===== src/rtl/uart_rx_os.sv =====
// ============================================================================
// Module   : uart_rx_os
// Purpose  : Oversampling UART receiver with runtime baud divisor, 2-FF input
//            synchroniser, mid-bit sampling, false-start and framing checks.
//            Optional parity checking is enabled by defining UART_RX_PARITY_EN.
// Revision : 1.0 - initial release
// ============================================================================
`timescale 1ns/1ps
`default_nettype none

module uart_rx_os #(
    parameter int DATA_BITS  = 8,
    parameter int OS_RATE    = 16,
    parameter int DIV_W      = 16,
    parameter int PARITY_ODD = 0
) (
    input  logic                 clk,
    input  logic                 reset_n,
    input  logic                 rxd,
    input  logic [DIV_W-1:0]     baud_div,
    output logic [DATA_BITS-1:0] rdata,
    output logic                 ren,
    output logic                 frame_err,
    output logic                 parity_err,
    output logic                 busy
);

    localparam int OS_W = $clog2(OS_RATE);
    localparam int BC_W = $clog2(DATA_BITS + 1);

    localparam logic [OS_W-1:0] OS_HALF  = OS_W'(OS_RATE / 2 - 1);
    localparam logic [OS_W-1:0] OS_LAST  = OS_W'(OS_RATE - 1);
    localparam logic [BC_W-1:0] BIT_LAST = BC_W'(DATA_BITS - 1);

    if (DATA_BITS < 5 || DATA_BITS > 9) begin : g_bad_data_bits
        $error("uart_rx_os: DATA_BITS must be 5..9");
    end
    if (OS_RATE < 4 || (OS_RATE % 2) != 0) begin : g_bad_os_rate
        $error("uart_rx_os: OS_RATE must be even and >= 4");
    end
    if (PARITY_ODD < 0 || PARITY_ODD > 1) begin : g_bad_parity_odd
        $error("uart_rx_os: PARITY_ODD must be 0 or 1");
    end

`ifdef UART_RX_PARITY_EN
    typedef enum logic [2:0] {
        S_IDLE   = 3'd0,
        S_START  = 3'd1,
        S_DATA   = 3'd2,
        S_PARITY = 3'd3,
        S_STOP   = 3'd4
    } state_t;
`else
    typedef enum logic [2:0] {
        S_IDLE   = 3'd0,
        S_START  = 3'd1,
        S_DATA   = 3'd2,
        S_STOP   = 3'd4
    } state_t;
`endif

    state_t               state_q, state_d;
    logic                 sync1_q, sync2_q, prev_q;
    logic                 rxs;
    logic [DIV_W-1:0]     div_lat_q, div_lat_d;
    logic [DIV_W-1:0]     div_cnt_q, div_cnt_d;
    logic [OS_W-1:0]      os_cnt_q, os_cnt_d;
    logic [BC_W-1:0]      bit_cnt_q, bit_cnt_d;
    logic [DATA_BITS-1:0] shift_q, shift_d;
    logic [DATA_BITS-1:0] rdata_q, rdata_d;
    logic                 ren_q, ren_d;
    logic                 frame_err_q, frame_err_d;
    logic                 tick;
`ifdef UART_RX_PARITY_EN
    logic                 par_bad_q, par_bad_d;
    logic                 parity_err_q, parity_err_d;
`endif

    // Synchroniser and edge-detect history idle high so reset never looks like a start edge.
    always_ff @(posedge clk or negedge reset_n) begin
        if (!reset_n) begin
            sync1_q <= 1'b1;
            sync2_q <= 1'b1;
            prev_q  <= 1'b1;
        end else begin
            sync1_q <= rxd;
            sync2_q <= sync1_q;
            prev_q  <= sync2_q;
        end
    end

    assign rxs  = sync2_q;
    assign tick = (state_q != S_IDLE) && (div_cnt_q == div_lat_q);

    always_comb begin
        state_d     = state_q;
        div_lat_d   = div_lat_q;
        div_cnt_d   = div_cnt_q;
        os_cnt_d    = os_cnt_q;
        bit_cnt_d   = bit_cnt_q;
        shift_d     = shift_q;
        rdata_d     = rdata_q;
        ren_d       = 1'b0;
        frame_err_d = frame_err_q;
`ifdef UART_RX_PARITY_EN
        par_bad_d    = par_bad_q;
        parity_err_d = parity_err_q;
`endif

        if (state_q == S_IDLE || tick) begin
            div_cnt_d = '0;
        end else begin
            div_cnt_d = div_cnt_q + DIV_W'(1);
        end

        case (state_q)
            S_IDLE: begin
                div_lat_d = baud_div;
                if (prev_q && !rxs) begin
                    state_d   = S_START;
                    os_cnt_d  = '0;
                    bit_cnt_d = '0;
                end
            end

            S_START: begin
                if (tick) begin
                    if (os_cnt_q == OS_HALF) begin
                        os_cnt_d = '0;
                        state_d  = rxs ? S_IDLE : S_DATA;
                    end else begin
                        os_cnt_d = os_cnt_q + OS_W'(1);
                    end
                end
            end

            S_DATA: begin
                if (tick) begin
                    if (os_cnt_q == OS_LAST) begin
                        os_cnt_d  = '0;
                        // Shift in at the MSB so the first (LSB) bit lands in bit 0.
                        shift_d   = {rxs, shift_q[DATA_BITS-1:1]};
                        bit_cnt_d = bit_cnt_q + BC_W'(1);
                        if (bit_cnt_q == BIT_LAST) begin
`ifdef UART_RX_PARITY_EN
                            state_d = S_PARITY;
`else
                            state_d = S_STOP;
`endif
                        end
                    end else begin
                        os_cnt_d = os_cnt_q + OS_W'(1);
                    end
                end
            end

`ifdef UART_RX_PARITY_EN
            S_PARITY: begin
                if (tick) begin
                    if (os_cnt_q == OS_LAST) begin
                        os_cnt_d  = '0;
                        par_bad_d = (^shift_q) ^ rxs ^ 1'(PARITY_ODD);
                        state_d   = S_STOP;
                    end else begin
                        os_cnt_d = os_cnt_q + OS_W'(1);
                    end
                end
            end
`endif

            S_STOP: begin
                if (tick) begin
                    if (os_cnt_q == OS_LAST) begin
                        os_cnt_d    = '0;
                        ren_d       = 1'b1;
                        rdata_d     = shift_q;
                        frame_err_d = ~rxs;
`ifdef UART_RX_PARITY_EN
                        parity_err_d = par_bad_q;
`endif
                        state_d     = S_IDLE;
                    end else begin
                        os_cnt_d = os_cnt_q + OS_W'(1);
                    end
                end
            end

            default: begin
                state_d = S_IDLE;
            end
        endcase
    end

    always_ff @(posedge clk or negedge reset_n) begin
        if (!reset_n) begin
            state_q     <= S_IDLE;
            div_lat_q   <= '0;
            div_cnt_q   <= '0;
            os_cnt_q    <= '0;
            bit_cnt_q   <= '0;
            shift_q     <= '0;
            rdata_q     <= '0;
            ren_q       <= 1'b0;
            frame_err_q <= 1'b0;
        end else begin
            state_q     <= state_d;
            div_lat_q   <= div_lat_d;
            div_cnt_q   <= div_cnt_d;
            os_cnt_q    <= os_cnt_d;
            bit_cnt_q   <= bit_cnt_d;
            shift_q     <= shift_d;
            rdata_q     <= rdata_d;
            ren_q       <= ren_d;
            frame_err_q <= frame_err_d;
        end
    end

`ifdef UART_RX_PARITY_EN
    always_ff @(posedge clk or negedge reset_n) begin
        if (!reset_n) begin
            par_bad_q    <= 1'b0;
            parity_err_q <= 1'b0;
        end else begin
            par_bad_q    <= par_bad_d;
            parity_err_q <= parity_err_d;
        end
    end

    assign parity_err = parity_err_q;
`else
    assign parity_err = 1'b0;
`endif

    assign rdata     = rdata_q;
    assign ren       = ren_q;
    assign frame_err = frame_err_q;
    assign busy      = (state_q != S_IDLE);

endmodule

`default_nettype wire


===== config.mk =====
export PLATFORM = sky130hd
export DESIGN_NAME = uart_rx_os
export DESIGN_NICKNAME = d
export VERILOG_FILES = /design/src/rtl/uart_rx_os.sv
export SDC_FILE = /design/constraint.sdc
export NUM_CORES = 1
export LEC_CHECK = 0
export ABC_CLOCK_PERIOD_IN_PS = 2200
export BUFFER_PORTS_ARGS = -buffer_cell sky130_fd_sc_hd__buf_2
export CAP_MARGIN = 20
export CORE_MARGIN = 1
export CORE_UTILIZATION = 55
export CTS_BUF_LIST = sky130_fd_sc_hd__clkbuf_4 sky130_fd_sc_hd__clkbuf_8
export CTS_CLUSTER_SIZE = 14
export DETAILED_ROUTE_END_ITERATION = 8
export GPL_TIMING_DRIVEN = 1
export PLACE_DENSITY = 0.76
export RECOVER_POWER = 100
export SYNTH_ARGS = -nofsm -noshare
export SYNTH_HDL_FRONTEND = slang
export SYNTH_SLANG_ARGS = --single-unit

===== constraint.sdc =====
create_clock -name clk -period 2.2 [get_ports clk]
set_clock_uncertainty 0.1 [all_clocks]
set_input_delay 0.22 -clock clk [delete_from_list [all_inputs] [get_ports clk]]
set_output_delay 0.22 -clock clk [all_outputs]
set_load 0.02 [all_outputs]

After elaboration in Yosys (flattened, before gate mapping)
Cells that the tools add are included.
- bitwise operators: 1
- multiplexer cells: 23
- add/sub/neg operators: 3
- equality and inequality tests: 16
- reductions and logical operators: 14
- operators by type and width (operator ; number):
    $mux 4 ; 7
    $mux 3 ; 8
    $add 16x1->16 const B ; 1
    $eq 16x16->1 ; 1
    $mux 16 ; 1
    $ne 2x2->1 const B ; 7
    $pmux 3 s4 ; 1
    $pmux 4 s3 ; 1
    $add 4x1->4 const B ; 2
    $eq 4x3->1 const B ; 2
    $pmux 4 s2 ; 1
    $reduce_and 4->1 ; 2
    $reduce_and 8->1 ; 1
    $reduce_and 3->1 ; 2
    $reduce_bool 3->1 ; 2
    $eq 4x4->1 const B ; 1
    $ne 2x1->1 const B ; 2
    $eq 3x1->1 const B ; 1
    $eq 3x2->1 const B ; 1
    $eq 3x3->1 const B ; 1
    $logic_not 3->1 ; 1
    $mux 1 ; 3
    $logic_and 1x1->1 ; 2
    $mux 2 ; 1
    other kinds (5) ; 5
- input bits: 19
- logic and storage cells: 69
- register bits: 64

Logic depth before layout (Yosys ltp)
Gate-level depths: netlist of run 1.
- depth in word-level cells: 5
- gate-level depth with buffers: 7

Least setup slack after synthesis of run 1
Ideal clock, no wire load.
- path kind: register to register
- from: register div_cnt_q[12]
- to: register shift_q[0]
- setup slack: 0.081 ns
- cell stages (with the launch flop): 7
- path buffers: 1
- required time: 1.975 ns
- data arrival time: 1.894 ns
- cell sequence: dfrtp_1 > xor2_1 > nor4_1 > nand4_1 > buf_6 > nor3_4 > mux2_2
- word-level cells in the longest chain between the ends: 3
- ends and longest elaborated chain (what ; RTL line ; source):
    from (decl) ; 66 ; logic [DIV_W-1:0] div_cnt_q, div_cnt_d;
    from (signal assigned) ; 208 ; div_cnt_q <= div_cnt_d;
    $eq 16x16->1 ; 93 ; assign tick = (state_q != S_IDLE) && (div_cnt_q == div_lat_q);
    $logic_and 1x1->1 ; 93 ;
    $reduce_and 3->1 (no source line) ; - ;
    to (signal assigned) ; 211 ; shift_q <= shift_d;
    to (decl) ; 69 ; logic [DATA_BITS-1:0] shift_q, shift_d;
Every way passes these cells.
A chain may end at the register's enable or synchronous reset.

Worst setup path in the final report of run 1
- from: register div_lat_q[2]
- to: register os_cnt_q[0]
- word-level cells in the longest chain between the ends: 4
- ends and longest elaborated chain (what ; RTL line ; source):
    from (decl) ; 65 ; logic [DIV_W-1:0] div_lat_q, div_lat_d;
    from (signal assigned) ; 207 ; div_lat_q <= div_lat_d;
    $eq 16x16->1 * ; 93 ;
    $logic_and 1x1->1 * ; 93 ;
    $ne 2x1->1 (no source line) / $ne 2x2->1 (equally long branches) ; - ;
    $reduce_and 4->1 (no source line) * ; - ;
    to (signal assigned) ; 209 ; os_cnt_q <= os_cnt_d;
    to (decl) ; 67 ; logic [OS_W-1:0] os_cnt_q, os_cnt_d;
Every way passes the cells marked *; elsewhere a longest branch is shown, timed or not.

==> qor.yml, run 1 <==
status: "complete, no violations"
drt-met1-wl_um: 3038
synth.most_common_cell: "nand2_1"
totalWireLength_um: 6243
highest_layer: "met4"
synth_flop_cell: "dfrtp_1"
avgSynthCellArea_um2: 10.17
hold_path.class: "flip-flop to flip-flop"
synthesis.nets: 317
stdcell_count: 446
worstSkewPairLatency_ns: 0.35
ys_async_sr_fraction: 1.000
ys_warn_count: 0
synth.area.mux_share: 0.06672
core_area_mm2: 0.005172
netlist_instances: 295
synthSimpleGateAreaFrac: 0.2131
fp.dieArea_mm2: 0.005755
critPathMaxFanout: 15
cts_buffers: 9
synth_top_family_by_area: "simple AND/OR/NAND/NOR gates"
switching_share: 0.2788
cts_max_level: 3
path_class: "flip-flop to flip-flop"
fin_crit_ns: 2.107
nets: 393
die_w_um: 75.86
syn-cell-area_mm2: 0.003000
tns_ns: 0
antenna_left: 0
min_period_over_period: 0.9576
die_h_um: 75.86
cp.required_ns: 2.37
p_leak_nw: 1.872
grt_max_degree: 43
synth-seq-cells: 64
ir_drop_v: 0.0006212
cts.sinks: 64
grt_pass1_wl_um: 10160
fillers: 352
synthAdderAreaFrac: 0.01585
grt_antenna_before_repair: 0
power_density_mw_per_mm2: 799.5
synthDistinctLibCells: 40
clkPwrFrac: 0.371
clk_pin_slew_worst_paths_ns: 0.07
drv_slew: 0
multi_input_area_mm2: 0.001355
drt-vias-per-instance: 5.130
io_buffers: 29
grt_pass1_vias: 2253
maxCapViolCount: 0
vias: 2288
yosys-top-cells-area: "dfrtp_1, nand2_1, xor2_1"
wl_met2_um: 2866
intPower_mw: 2.229
drive_gt1_frac: 0.2420
netSwitchingPower_mw: 0.8618
dp_hpwl_um: 3968
ios: 31
yosys.area.top_type: "dfrtp_1"
cts-root-buf: "clkbuf_8"
setup_viol: 0
final_util: 0.7475
placed_cell_area_mm2: 0.003402
start_util: 0.5801
synth-edff-count: 0
postLayoutCellArea_mm2: 0.003866
grt.overflow.total: 0
sequentialPowerShare: 0.462
holdWs_ns: 0.2722
drtPass1Iterations: 4
fp-row-count: 26
area_growth_pct: 28.86
cts_tree: "yes"
dp.cells: 406
wl_per_cell_um: 14.00
comb_power_share: 0.167
grt_use_total: 0.2472
max_freq_ghz: 0.4747
drt_iter0_drc: 109
insertedDiodeCount: 0
drc: 0
arrival_ns: 2.28
rsz0062_at_grt: "true"
cp-end-kind: "flip-flop"
synth_compound_area_frac: 0.04879
synth_xor_area_frac: 0.09341
route.met3.wl_um: 210
slew_headroom: 0.1303
hold_viol_final: 0
gp_congestion: 0.8248
tightest_slew_ns: 1.305
clock_path_buffers: 2
synth.top_cell.area_share: 0.5088
synthTopCellsByCount: "nand2_1, dfrtp_1, nor2_1"
ys_seq_area_frac: 0.5350
start_kind: "flip-flop"
seq_area_mm2: 0.001605
[final timing paths]
check	from	end	slack (ns)	cells past startpoint
max	div_lat_q[2]	os_cnt_q[0]	0.09	7
min	sync1_q	rxs	0.27	0
max reg2reg	div_lat_q[2]	os_cnt_q[0]	0.09	7
min reg2reg	sync1_q	rxs	0.27	0
max in group asynchronous	reset_n	rxs	0.38	3
min in group asynchronous	reset_n	div_lat_q[13]	0.59	2
[per-stage QoR]
stage,setup WS [ns],power (mW)
after CTS,0.04181,3.109
after global routing,-0.009710,3.258
after detailed placement,0.02397,1.917
final,0.09335,3.091
after floorplan,0.08144,1.717
after global placement,0.07676,1.905
[critical path, cell delays in order, from the launching register on]
cell and delay (ns):
dfrtp_1 0.40, xor2_1 0.17, nor4_2 0.32, nand4_1 0.15, buf_6 0.17, buf_12 0.14
or4_1 0.50, o21ai_0 0.08
[power by group through the flow]
stage	logic (mW)	registers (mW)	clock network (mW)
detailed placement	0.468	1.45	0
floorplan	0.260	1.46	0
global placement	0.459	1.45	0
finish	0.516	1.43	1.15
global route	0.589	1.45	1.22
CTS	0.508	1.43	1.17
[metal layers]
metal,vias up,track usage
met5,-,0
met2,42,0.3864
met4,0,0.1049
met3,12,0.05952
li1,1145,-
met1,1089,0.3310
[final cells by class]
cell class / instances / share of cell area
well taps: 70 / 0.02265
clock inverters: 7 / 0.02686
repair buffers: 75 / 0.1456
flip-flops and latches: 64 / 0.4152
clock buffers: 9 / 0.03204
inverters: 7 / 0.007120
multi-input cells: 214 / 0.3505
[registers in the layout (all words and copies together) (netlist names)]
name / flops
prev_q: 1
div_cnt_q: 16
os_cnt_q: 4
sync1_q: 1
rxs: 1
ren: 1
div_lat_q: 16
bit_cnt_q: 4
state_q: 3
shift_q: 8
rdata: 8
frame_err: 1
[cell families (layout without fill, tap and decap cells)]
kind of cell / after synthesis / count (layout)
DFF: 64 / 64
adders and majority gates: 4 / 4
muxes: 18 / 18
other: 1 / 1
and+or+nand+nor: 138 / 138
xor gates and xnor gates: 32 / 32
AOI/OAI and AO/OA: 21 / 21
buffers and inverters: 17 / 98
[layout by cell type (no fill, tap or decap), types with 3 or more instances in the layout]
cell type,count
clkbuf_8,9
buf_4,22
clkbuf_1,12
o21ai_0,5
clkinv_4,3
buf_2,18
nand3_1,12
nor4_1,3
o211ai_1,8
dlygate4sd3_1,18
nand4_1,3
xnor2_1,10
xor2_1,22
mux2_2,15
and3_1,3
buf_12,3
or2_2,3
ha_1,3
nand2_1,68
inv_1,6
nor3_1,4
or3_1,3
nor2_1,24
dfrtp_1,61
nand2b_1,3
[timing repair]
item | in CTS | in global routing
setup buffers | 0 | 6
gates resized for setup | 2 | 6
setup endpoints to repair | 2 | 22
pin swaps | 0 | 7
hold buffers | 18 | 0
hold endpoints to repair | 38 | 0
Power figures use the tool's default switching activity.
==> run 2, diff against run 1 <==
--- a/config.mk
+++ b/config.mk
@@ -6,7 +6,7 @@
 export NUM_CORES = 1
 export LEC_CHECK = 0
 export ABC_CLOCK_PERIOD_IN_PS = 2200
-export BUFFER_PORTS_ARGS = -buffer_cell sky130_fd_sc_hd__buf_2
+export BUFFER_PORTS_ARGS = -buffer_cell sky130_fd_sc_hd__clkbuf_2
 export CAP_MARGIN = 20
 export CORE_MARGIN = 1
 export CORE_UTILIZATION = 55
==> run 2 against run 1 <==
Effect of this change: sequential power barely moved; routed wire length rose by 1.9%; design area fell by 2.3%; clock-buffer cell count did not move; via count rose by 0.17%; final cell count fell by 0.90%; critical path type unchanged; largest cell class unchanged.
==> qor.yml, run 2 (synthesis results as in run 1) <==
status: "complete, no violations"
worstSkewPairLatency_ns: 0.34  # about the same
dp_hpwl_um: 4221  # +6.4%
cts_buffers: 9  # unchanged
tightest_slew_ns: 1.289  # -0.01515 ns
grt.overflow.total: 0  # unchanged
die_h_um: 75.86  # unchanged
grt_antenna_before_repair: 0  # unchanged
power_density_mw_per_mm2: 782.8  # -2.1%
core_area_mm2: 0.005172  # unchanged
insertedDiodeCount: 0  # unchanged
reg2reg_slack_ns: 0.08  # about the same
cts_tree: "yes"
placed_cell_area_mm2: 0.003410  # +0.22%
start_util: 0.5801  # unchanged
drc: 0  # unchanged
maxCapViolCount: 0  # unchanged
arrival_ns: 2.24  # -0.04 ns
drtPass1Iterations: 4  # unchanged
rsz0062_at_grt: "true"
wl_per_cell_um: 14.40  # +2.9%
path_class: "flip-flop to flip-flop"
vias: 2292  # +0.17%
final_util: 0.7303  # -0.01718
min_period_over_period: 0.9640  # +0.006471
hold_viol_final: 0  # unchanged
area_growth_pct: 25.90
fp-row-count: 26  # unchanged
fin_crit_ns: 2.121  # +0.01424 ns
ir_drop_v: 0.0007602  # +22%
stdcell_count: 442  # -0.90%
grt_pass1_wl_um: 10470  # +3.1%
max_freq_ghz: 0.4715  # -0.67%
grt_max_degree: 43  # unchanged
die_w_um: 75.86  # unchanged
final_common_cell: "nand2_1"
slew_headroom: 0.1404  # +0.01010
cp.required_ns: 2.32  # -0.05 ns
cts-root-buf: "clkbuf_8"
power_mw: 2.957  # -4.3%
drive_gt1_frac: 0.2204  # -0.02159
io_buffers: 29  # unchanged
ios: 31  # unchanged
endpoint: "rdata[2]"
nets: 389  # -1.0%
timing.rr.start: "div_cnt_q[7]"
reg2reg_to: "rdata[2]"
totalWireLength_um: 6364  # +1.9%
fillers: 367  # +4.3%
grt_use_total: 0.2559  # +0.008680
cts.sinks: 64  # unchanged
setup_viol: 0  # unchanged
most-common-layout-cells: "nand2_1, dfrtp_1, nor2_1"
drt-vias-per-instance: 5.186  # +1.1%
critPathMaxFanout: 9  # -6
drt_iter0_drc: 114  # +4.6%
fp.dieArea_mm2: 0.005755  # unchanged
hold_path.class: "flip-flop to flip-flop"
clock_path_buffers: 2  # unchanged
top_regs: "div_cnt_q (16), div_lat_q (16)"
postLayoutCellArea_mm2: 0.003777  # -2.3%
drv_slew: 0  # unchanged
crit_start: "div_cnt_q[7]"
dp.cells: 407  # +0.25%
start_kind: "flip-flop"
gp_congestion: 0.8787  # +6.5%
min_from: "sync1_q"
grt_pass1_vias: 2260  # +0.31%
rr_worst_depth: 7  # unchanged
clk_pin_slew_worst_paths_ns: 0.07  # about the same
cts_max_level: 3  # unchanged
p_leak_nw: 1.818  # -2.9%
antenna_left: 0  # unchanged
cp-end-kind: "flip-flop"
==> run 2: cell count changes in the layout (fill, tap and decap cells not counted), sizes merged <==
cell / change
clkinvlp: +2
bufinv: -1
clkbuf: +20
clkinv: +1
buf: -24
inv: -2
==> run 2: stage by stage <==
stage | TNS, ns | hold WS (ns) | setup slack (ns)
CTS | 0 | 0.2571 | 0.06288
global placement | 0 | 0.1559 | 0.1063
floorplan | 0 | -0.1756 | 0.08144
finish | 0 | 0.2614 | 0.07911
global route | -0.01115 | 0.2663 | -0.007206
detailed placement | 0 | 0.1556 | 0.09130
==> run 2: final cells by class <==
type | instances | area (um2) | area share
Sequential cell | 64 | 1607 | 0.4253
Multi-Input combinational cell | 214 | 1329 | 0.3518
Timing Repair Buffer | 71 | 530.5 | 0.1404
Clock buffer | 9 | 123.9 | 0.03279
Tap cell | 70 | 87.58 | 0.02319
Clock inverter | 7 | 72.57 | 0.01921
Inverter | 7 | 27.53 | 0.007287
==> run 2: critical path: stages (launching register included) <==
cell and delay, ns:
dfrtp_1 0.39, xor2_1 0.17, nor4_1 0.32, nand4_1 0.13, buf_4 0.19, nor3_4 0.21, buf_12 0.16, mux2_2 0.33
==> run 2: where the power goes <==
group | internal [mW] | switching (mW) | total (mW)
Sequential | 1.32 | 0.105 | 1.43
Clock | 0.522 | 0.477 | 0.999
Combinational | 0.257 | 0.275 | 0.531
==> run 2: routing by layer <==
metal / global-route usage / share of wire / vias up
li1: - / - / 1138
met1: 0.3298 / 0.44 / 1089
met2: 0.4189 / 0.49 / 52
met3: 0.04894 / 0.044 / 13
met4: 0.1193 / 0.023 / 0
met5: 0 / 0 / -
==> run 2: worst min-delay path by stage <==
stage	to	slack, ns	depth (start not counted)
2_1_floorplan	bit_cnt_q[0]	-0.18	0
5_1_grt	rxs	0.27	0
4_1_cts	rxs	0.26	0
6_report	rxs	0.26	0
3_5_place_dp	div_lat_q[1]	0.16	1
3_3_place_gp	div_lat_q[13]	0.16	1
==> run 2: what timing repair did <==
action | CTS | global route
endpoints found under the hold margin | 39 | 0
hold buffers | 18 | 0
endpoints found under the setup margin | 1 | 13
pin swaps | 0 | 2
buffers inserted | 0 | 1
resized for setup | 1 | 4
